$ cat src/rtl/riscv_pipe_pkg.sv
// Shared definitions for the 5-stage RISC-V pipeline control path:
// hazard-controller state encodings, register-address width and control bundles.
package riscv_pipe_pkg;

    localparam int REG_AW = 5;

    localparam logic [1:0] ST_RUN        = 2'd0;
    localparam logic [1:0] ST_MEM_WAIT   = 2'd1;
    localparam logic [1:0] ST_FETCH_WAIT = 2'd2;
    localparam logic [1:0] ST_FLUSH      = 2'd3;

    // addi x0, x0, 0
    localparam logic [31:0] NOP = 32'h0000_0013;

    typedef struct packed {
        logic pc_write;
        logic if_id_write;
        logic if_id_flush;
        logic id_ex_bubble;
        logic ex_mem_flush;
        logic pipe_freeze;
    } pipe_ctrl_t;

    localparam pipe_ctrl_t CTRL_RUN    = 6'b110000;
    localparam pipe_ctrl_t CTRL_STALL  = 6'b000100;
    localparam pipe_ctrl_t CTRL_FLUSH  = 6'b111110;
    localparam pipe_ctrl_t CTRL_FREEZE = 6'b000001;
    localparam pipe_ctrl_t CTRL_RESET  = 6'b001110;

endpackage

$ cat src/rtl/hazard_detect.sv
// Load-use hazard compare: the load in EX writes a register the instruction in ID reads.
module hazard_detect #(
    parameter int REG_AW = 5
) (
    input  logic [REG_AW-1:0] i_rs1,
    input  logic [REG_AW-1:0] i_rs2,
    input  logic [REG_AW-1:0] i_rd,
    input  logic              i_mem_read,
    output logic              o_load_use
);

    logic w_rd_nonzero;
    logic w_src_match;

    // x0 is hardwired, so a load targeting it never creates a dependency
    assign w_rd_nonzero = (i_rd != {REG_AW{1'b0}});
    assign w_src_match  = (i_rd == i_rs1) || (i_rd == i_rs2);
    assign o_load_use   = i_mem_read && w_rd_nonzero && w_src_match;

endmodule

$ cat src/rtl/pipeline_hazard_ctrl.sv
// Hazard/sequencing controller: combinational stall/flush/freeze decode from a small
// wait-state FSM, plus stall and flush event counters.
module pipeline_hazard_ctrl
    import riscv_pipe_pkg::*;
#(
    parameter int REG_AW = riscv_pipe_pkg::REG_AW,
    parameter int CNT_W  = 32
) (
    input  logic              clk,
    input  logic              reset,
    input  logic [REG_AW-1:0] if_id_rs1,
    input  logic [REG_AW-1:0] if_id_rs2,
    input  logic [REG_AW-1:0] id_ex_rd,
    input  logic              id_ex_mem_read,
    input  logic              ex_mem_branch_taken,
    input  logic              ex_mem_mem_access,
    input  logic              dmem_ready,
    input  logic              imem_ready,
    output logic              pc_write,
    output logic              if_id_write,
    output logic              if_id_flush,
    output logic              id_ex_bubble,
    output logic              ex_mem_flush,
    output logic              pipe_freeze,
    output logic [1:0]        state_o,
    output logic [CNT_W-1:0]  stall_cnt,
    output logic [CNT_W-1:0]  flush_cnt
);

    logic [1:0]       r_state;
    logic [CNT_W-1:0] r_stall_cnt;
    logic [CNT_W-1:0] r_flush_cnt;

    logic [1:0]       w_state_nxt;
    logic             w_load_use;
    logic             w_dmem_wait;
    logic             w_freeze;
    logic             w_flush;
    pipe_ctrl_t       w_ctrl;

    hazard_detect #(
        .REG_AW (REG_AW)
    ) u_hazard_detect (
        .i_rs1      (if_id_rs1),
        .i_rs2      (if_id_rs2),
        .i_rd       (id_ex_rd),
        .i_mem_read (id_ex_mem_read),
        .o_load_use (w_load_use)
    );

    // MEM_WAIT holds until dmem completes even if the access strobe drops meanwhile.
    // A branch seen in FLUSH is the already-flushed slot and must not flush again.
    assign w_dmem_wait = !dmem_ready && ((r_state == ST_MEM_WAIT) || ex_mem_mem_access);
    assign w_freeze    = w_dmem_wait || !imem_ready;
    assign w_flush     = ex_mem_branch_taken && !w_freeze && (r_state != ST_FLUSH);

    // Next-state selection: dmem wait dominates fetch wait, both dominate a flush
    always_comb begin
        w_state_nxt = ST_RUN;
        if (w_dmem_wait) begin
            w_state_nxt = ST_MEM_WAIT;
        end else if (!imem_ready) begin
            w_state_nxt = ST_FETCH_WAIT;
        end else if (w_flush) begin
            w_state_nxt = ST_FLUSH;
        end else begin
            w_state_nxt = ST_RUN;
        end
    end

    // Control decode with priority reset > freeze > flush > load-use > run
    always_comb begin
        w_ctrl = CTRL_RUN;
        if (reset) begin
            w_ctrl = CTRL_RESET;
        end else if (w_freeze) begin
            w_ctrl = CTRL_FREEZE;
        end else if (w_flush) begin
            w_ctrl = CTRL_FLUSH;
        end else if (w_load_use) begin
            w_ctrl = CTRL_STALL;
        end else begin
            w_ctrl = CTRL_RUN;
        end
    end

    // State register and wrapping event counters
    always_ff @(posedge clk) begin
        if (reset) begin
            r_state     <= ST_RUN;
            r_stall_cnt <= {CNT_W{1'b0}};
            r_flush_cnt <= {CNT_W{1'b0}};
        end else begin
            r_state <= w_state_nxt;
            if (!w_ctrl.pc_write) begin
                r_stall_cnt <= r_stall_cnt + {{(CNT_W-1){1'b0}}, 1'b1};
            end
            if (w_flush) begin
                r_flush_cnt <= r_flush_cnt + {{(CNT_W-1){1'b0}}, 1'b1};
            end
        end
    end

    assign pc_write     = w_ctrl.pc_write;
    assign if_id_write  = w_ctrl.if_id_write;
    assign if_id_flush  = w_ctrl.if_id_flush;
    assign id_ex_bubble = w_ctrl.id_ex_bubble;
    assign ex_mem_flush = w_ctrl.ex_mem_flush;
    assign pipe_freeze  = w_ctrl.pipe_freeze;
    assign state_o      = reset ? ST_RUN : r_state;
    assign stall_cnt    = r_stall_cnt;
    assign flush_cnt    = r_flush_cnt;

endmodule
$ cat config.mk
export PLATFORM = sky130hd
export DESIGN_NAME = pipeline_hazard_ctrl
export DESIGN_NICKNAME = d
export VERILOG_FILES = /design/src/rtl/riscv_pipe_pkg.sv /design/src/rtl/hazard_detect.sv /design/src/rtl/pipeline_hazard_ctrl.sv
export SDC_FILE = /design/constraint.sdc
export NUM_CORES = 1
export LEC_CHECK = 0
export CAP_MARGIN = 20
export CORE_ASPECT_RATIO = 2
export CORE_MARGIN = 2
export CORE_UTILIZATION = 40
export CTS_CLUSTER_SIZE = 8
export DETAILED_ROUTE_END_ITERATION = 6
export PLACE_DENSITY = 0.71
export SYNTH_ARGS = -nofsm -noshare
export SYNTH_HDL_FRONTEND = slang
export SYNTH_SLANG_ARGS = --single-unit
$ cat constraint.sdc
create_clock -name clk -period 7.45 [get_ports clk]
set_input_delay 1.49 -clock clk [delete_from_list [all_inputs] [get_ports clk]]
set_output_delay 1.49 -clock clk [all_outputs]
set_load 0.02 [all_outputs]
==> results.py, run 1 <==
metrics = {
    "clocking": {
        "cts_root_buf": "clkbuf_16",
        "clkSinkCount": 66,
        "cts_max_level": 3,
        "clkLatencyLatePin_ns": 0.33,
        "cts_resized": 0,
        "cts_setup_buffers": 0,
        "cts_tree": "yes",
        "clk_pin_slew_ns": 0.05,
        "clk_path_buf_depth": 2,
        "cts_buffers": 9,
        "cts_hold_buf": 0,
    },
    "floorplanning": {
        "die_area_um2": 9050,
        "die_y_um": 133,
        "die_x_um": 68.3,
        "initial_utilization_pct": 40.4,
        "rows": 47,
        "num_io_pins": 94,
        "core_area_um2": 8170,
    },
    "power_and_ir_drop": {
        "powerDensity_nw_per_um2": 206,
        "netSwitchingFraction_pct": 20.0,
        "ir_drop_uv": 136,
        "p_leak_nw": 1.51,
        "p_total_mw": 0.943,
        "p_int_mw": 0.755,
        "pwr-share-clk_pct": 55.0,
        "p_sw_mw": 0.188,
        "pwr-share-comb_pct": 6.8,
        "p_seq_share_pct": 38.2,
    },
    "place": {
        "port_buffers": 93,
        "place_inst": 561,
        "hpwl_um": 6190,
        "gp_congestion": 0.898,
    },
    "finish": {
        "fin_util_pct": 56.1,
        "finalNetCount": 498,
        "syn2layout_area_growth_pct": 38.6,
        "drive_gt1_share_pct": 4.18,
        "instances_no_fill": 577,
        "n_antenna_cell": 0,
    },
    "sta": {
        "setup_viol": 0,
        "max_slew_margin_pct": 50.8,
        "timing.final.crit_share_pct": 71.5,
        "grt_setup_unrepaired": "no",
        "final-max-slew-violation-count": 0,
        "min_period_ns": 5.33,
        "worst_pin_slew_ns": 0.738,
        "setup-tns-final_ns": 0,
        "hold_slack_ns": 0.485,
        "clock_skew_ns": 0.00697,
        "max_freq_mhz": 188,
        "hold_violations": 0,
    },
    "route": {
        "vias_per_cell": 5.51,
        "wl_per_cell_um": 14.6,
        "drc": 0,
        "via_count": 3178,
        "routed_wl_um": 8440,
        "antenna_left": 0,
        "drtIter0Drc": 206,
        "first_pass_iters": 5,
    },
    "logic_synthesis": {
        "ys_types": 39,
        "seq_area_frac_synth_pct": 40.0,
        "synth-edff-count": 0,
        "ys.flop_type": "dfxtp_1",
        "yosys_register_bits": 66,
        "syn_nets": 416,
        "syn_area_per_cell_um2": 8.43,
        "synth.area.top_cells": "dfxtp_1, xnor2_1, a21oi_1, xor2_1, nor2_1",
        "synth_async_sr_flop_share_pct": 0,
        "synth_area_um2": 3310,
        "ys.warnings.count": 0,
        "synth_top_area_share_pct": 40.0,
        "yosys.area.top_type": "dfxtp_1",
        "syn-instance-count": 392,
    },
    "worst_setup_path": {
        "cp_max_fo": 5,
        "required_ns": 5.96,
        "start_kind": "primary input",
        "endpoint_kind": "output port",
        "path_class": "in2out",
        "critical_path_arrival_ns": 3.84,
    },
    "global_route": {
        "antenna_found_initial": 0,
        "grt_pass1_wl_um": 14000,
        "grt_pass1_vias": 3114,
        "grt_start_max_net_pins": 60,
        "gr-total-overflow": 0,
        "grt.total_usage_pct": 20.1,
    },
    "outcome": {
        "status": "completed",
    },
    "run": {
        "cap_viol_max_count": 0,
    },
    "min_path": {
        "hold_class": "reg2reg",
    },
}
power by group through the flow:
stage                     registers (mW)  clock network (mW)  logic, mW
final                              0.361               0.518     0.0642
after global routing               0.361               0.543     0.0700
after CTS                          0.361               0.526     0.0649
after detailed placement           0.368                   0     0.0647
after global placement             0.368                   0     0.0635
after floorplan                    0.370                   0     0.0376
layout make-up:
| class | instances | area [um2] |
|---|---|---|
| fillers | 779 | 3590 |
| multi-input cells | 298 | 1820 |
| flip-flops and latches | 66 | 1320 |
| repair buffers | 95 | 941 |
| clock buffers | 11 | 243 |
| clock inverters | 5 | 125 |
| well taps | 98 | 123 |
| inverters | 4 | 15.0 |
routing by layer:
metal	vias to the layer above	wire length (um)	GRT usage, %
met2	69	4890	37.3
met1	1510	3060	19.7
met5	-	0	0
li1	1588	-	-
met3	11	338	5.36
met4	0	157	8.11
through the flow:
step | setup slack (ns) | area (um2)
floorplan | 2.62 | 3310
global placement | 2.10 | 4220
detailed placement | 2.08 | 4220
CTS | 2.08 | 4580
global route | 2.00 | 4580
finish | 2.12 | 4580
cells in the final DEF, fill, tap and decap left out, types with 9 or more instances in the layout:
master / count
a21oi_1: 36
and3_1: 13
and4_1: 10
clkbuf_16: 9
clkdlybuf4s50_1: 92
dfxtp_1: 66
nand2_1: 28
nand3_1: 24
nand4_1: 15
nor2_1: 33
o21ai_0: 19
o31ai_1: 13
or3_1: 19
or4_1: 14
xnor2_1: 24
xor2_1: 15
registers in the layout, summed over array words and instances, names as in the netlist:
register   flops
flush_cnt     32
stall_cnt     32
r_state        2
critical path, cell delays in order:
cell and delay [ns]:
clkdlybuf4s50_1 0.47, or4_1 0.53, o21a_1 0.23, a31oi_4 0.29, nor2b_1 0.20, clkdlybuf4s50_1 0.62
logic make-up after synthesis:
group           after synthesis  synth area share (%)
compound gates               78                  14.2
xor+xnor                     39                  10.3
fa+ha+maj                     2                 0.757
buf+inv                      28                  5.11
flops                        66                  40.0
mux                           1                 0.303
simple gates                178                  29.4
worst paths after layout:
kind	start	endpoint	slack, ns	cells after the start
hold / removal	stall_cnt[31]	stall_cnt[31]	0.48	2
setup / recovery	id_ex_rd[0]	if_id_write	2.12	6
hold reg to reg	stall_cnt[31]	stall_cnt[31]	0.48	2
setup reg to reg	flush_cnt[3]	flush_cnt[30]	5.06	6
cells in the mapped netlist, types with 3 or more instances:
| master | n |
|---|---|
| o21ai_0 | 19 |
| nor2b_1 | 4 |
| buf_4 | 3 |
| or3_1 | 19 |
| inv_1 | 4 |
| and2_1 | 4 |
| nand2_1 | 28 |
| xor2_1 | 15 |
| buf_6 | 4 |
| buf_2 | 4 |
| nor3_1 | 7 |
| and3_1 | 13 |
| nand4_1 | 15 |
| xnor2_1 | 24 |
| nor2_1 | 33 |
| o31ai_1 | 13 |
| a21oi_1 | 36 |
| and4_1 | 10 |
| clkbuf_1 | 11 |
| or4_1 | 14 |
| dfxtp_1 | 66 |
| nand3_1 | 24 |
(Power assumes the default switching activity.)
==> run 2, diff against run 1 <==
==> constraint.sdc (replaced) <==
create_clock -name clk -period 5.05 [get_ports clk]
set_input_delay 1.01 -clock clk [delete_from_list [all_inputs] [get_ports clk]]
set_output_delay 1.01 -clock clk [all_outputs]
set_load 0.02 [all_outputs]
==> run 2 against run 1 <==
Compared with the run above:
- largest power group unchanged
- highest routed layer unchanged
- critical path type unchanged
- routed wire length increased by 1.7%
- global-route usage about the same
- setup slack got worse by 1.5 ns
- total power increased by 39%
- non-clock buffer count unchanged
==> results.py, run 2 (same netlist as run 1, synthesis figures left out) <==
metrics = {
    "global_route": {
        "gr-total-overflow": 0,
        "grt_pass1_vias": 3072,
        "grt_start_max_net_pins": 63,
        "grt.total_usage_pct": 20.1,
        "antenna_found_initial": 0,
        "grt_pass1_wl_um": 14100,
    },
    "worst_setup_path": {
        "critical_path_arrival_ns": 3.40,
        "path_class": "in2out",
        "start_kind": "primary input",
        "cp_max_fo": 3,
        "required_ns": 4.04,
        "endpoint_kind": "output port",
    },
    "sta": {
        "min_period_ns": 4.41,
        "hold_violations": 0,
        "worst_pin_slew_ns": 0.589,
        "clock_skew_ns": 0.00654,
        "setup-tns-final_ns": 0,
        "timing.final.crit_share_pct": 87.3,
        "final-max-slew-violation-count": 0,
        "setup_viol": 0,
        "max_freq_mhz": 227,
        "max_slew_margin_pct": 60.8,
        "grt_setup_unrepaired": "no",
    },
    "clocking": {
        "cts_max_level": 3,
        "cts_tree": "yes",
        "clkSinkCount": 66,
        "cts_buffers": 9,
        "clk_path_buf_depth": 2,
        "cts_setup_buffers": 0,
        "cts_root_buf": "clkbuf_16",
        "cts_resized": 0,
        "cts_hold_buf": 0,
        "clk_pin_slew_ns": 0.06,
        "clkLatencyLatePin_ns": 0.34,
    },
    "finish": {
        "fin_util_pct": 55.6,
        "final_common_cell": "clkdlybuf4s50_1",
        "final_cell_mix": "clkdlybuf4s50_1, dfxtp_1, a21oi_1, nor2_1, nand2_1",
        "n_antenna_cell": 0,
        "syn2layout_area_growth_pct": 37.5,
        "drive_gt1_share_pct": 4.38,
        "stdcell_area_um2": 4540,
        "finalNetCount": 498,
    },
    "power_and_ir_drop": {
        "p_leak_nw": 1.49,
        "ir_drop_uv": 216,
        "powerDensity_nw_per_um2": 288,
    },
    "place": {
        "hpwl_um": 6190,
        "port_buffers": 93,
        "dpl_cell_area_um2": 4220,
        "gp_congestion": 0.836,
    },
    "route": {
        "wl_per_cell_um": 14.9,
        "via_count": 3169,
        "vias_per_cell": 5.49,
        "drc": 0,
        "first_pass_iters": 4,
        "drtIter0Drc": 221,
        "antenna_left": 0,
        "routed_wl_um": 8580,
    },
    "floorplanning": {
        "core_area_um2": 8170,
        "die_x_um": 68.3,
        "die_y_um": 133,
        "num_io_pins": 94,
        "die_area_um2": 9050,
        "rows": 47,
        "initial_utilization_pct": 40.4,
    },
    "outcome": {
        "status": "completed",
    },
    "run": {
        "cap_viol_max_count": 0,
    },
    "min_path": {
        "hold_class": "reg2reg",
    },
}
[run 2: cell types whose count changed in the layout (fill, tap and decap cells not counted)]
cell and change:
clkinvlp_4 +1, bufinv_16 -2, clkbuf_1 -1, clkinv_4 +2
[run 2: report_power, final]
group	internal, mW	switching, mW
clock network	0.446	0.237
logic	0.0433	0.0522
registers	0.526	0.00598
[run 2: area by class of cell]
| class | instances | area [um2] |
|---|---|---|
| fill | 776 | 3630 |
| sequential | 66 | 1320 |
| tap | 98 | 123 |
| clock buffer | 10 | 239 |
| inverter | 4 | 15.0 |
| timing repair buffer | 95 | 941 |
| clock inverter | 6 | 90.1 |
| multi-input combinational | 298 | 1820 |
[run 2: worst max-delay path: stages]
cell and delay [ns]:
clkdlybuf4s50_1 0.48, or4_1 0.54, o21a_1 0.22, a31oi_4 0.19, nor2b_1 0.29, clkdlybuf4s50_1 0.67
[run 2: final timing paths]
kind / start / end / slack, ns / cells past startpoint
worst min register to register: stall_cnt[31] / stall_cnt[31] / 0.48 / 2
worst min-delay path: stall_cnt[31] / stall_cnt[31] / 0.48 / 2
worst max register to register: flush_cnt[3] / flush_cnt[30] / 2.61 / 6
worst max-delay path: id_ex_rd[0] / if_id_write / 0.64 / 6
[run 2: through the flow]
stage / cells / hold WS (ns) / power [mW] / setup slack (ns)
after global routing: 577 / 0.513 / 1.34 / 0.550
after floorplan: 392 / 0.551 / 0.602 / 1.18
after detailed placement: 561 / 0.472 / 0.639 / 0.556
final: 577 / 0.480 / 1.31 / 0.641
after global placement: 561 / 0.464 / 0.636 / 0.569
after CTS: 577 / 0.481 / 1.32 / 0.554
[run 2: routing by layer]
layer | share of wire, % | global-route usage, %
met5 | 0 | 0
met4 | 3.0 | 10.4
met3 | 4.6 | 5.36
met2 | 55 | 35.9
met1 | 37 | 20.1
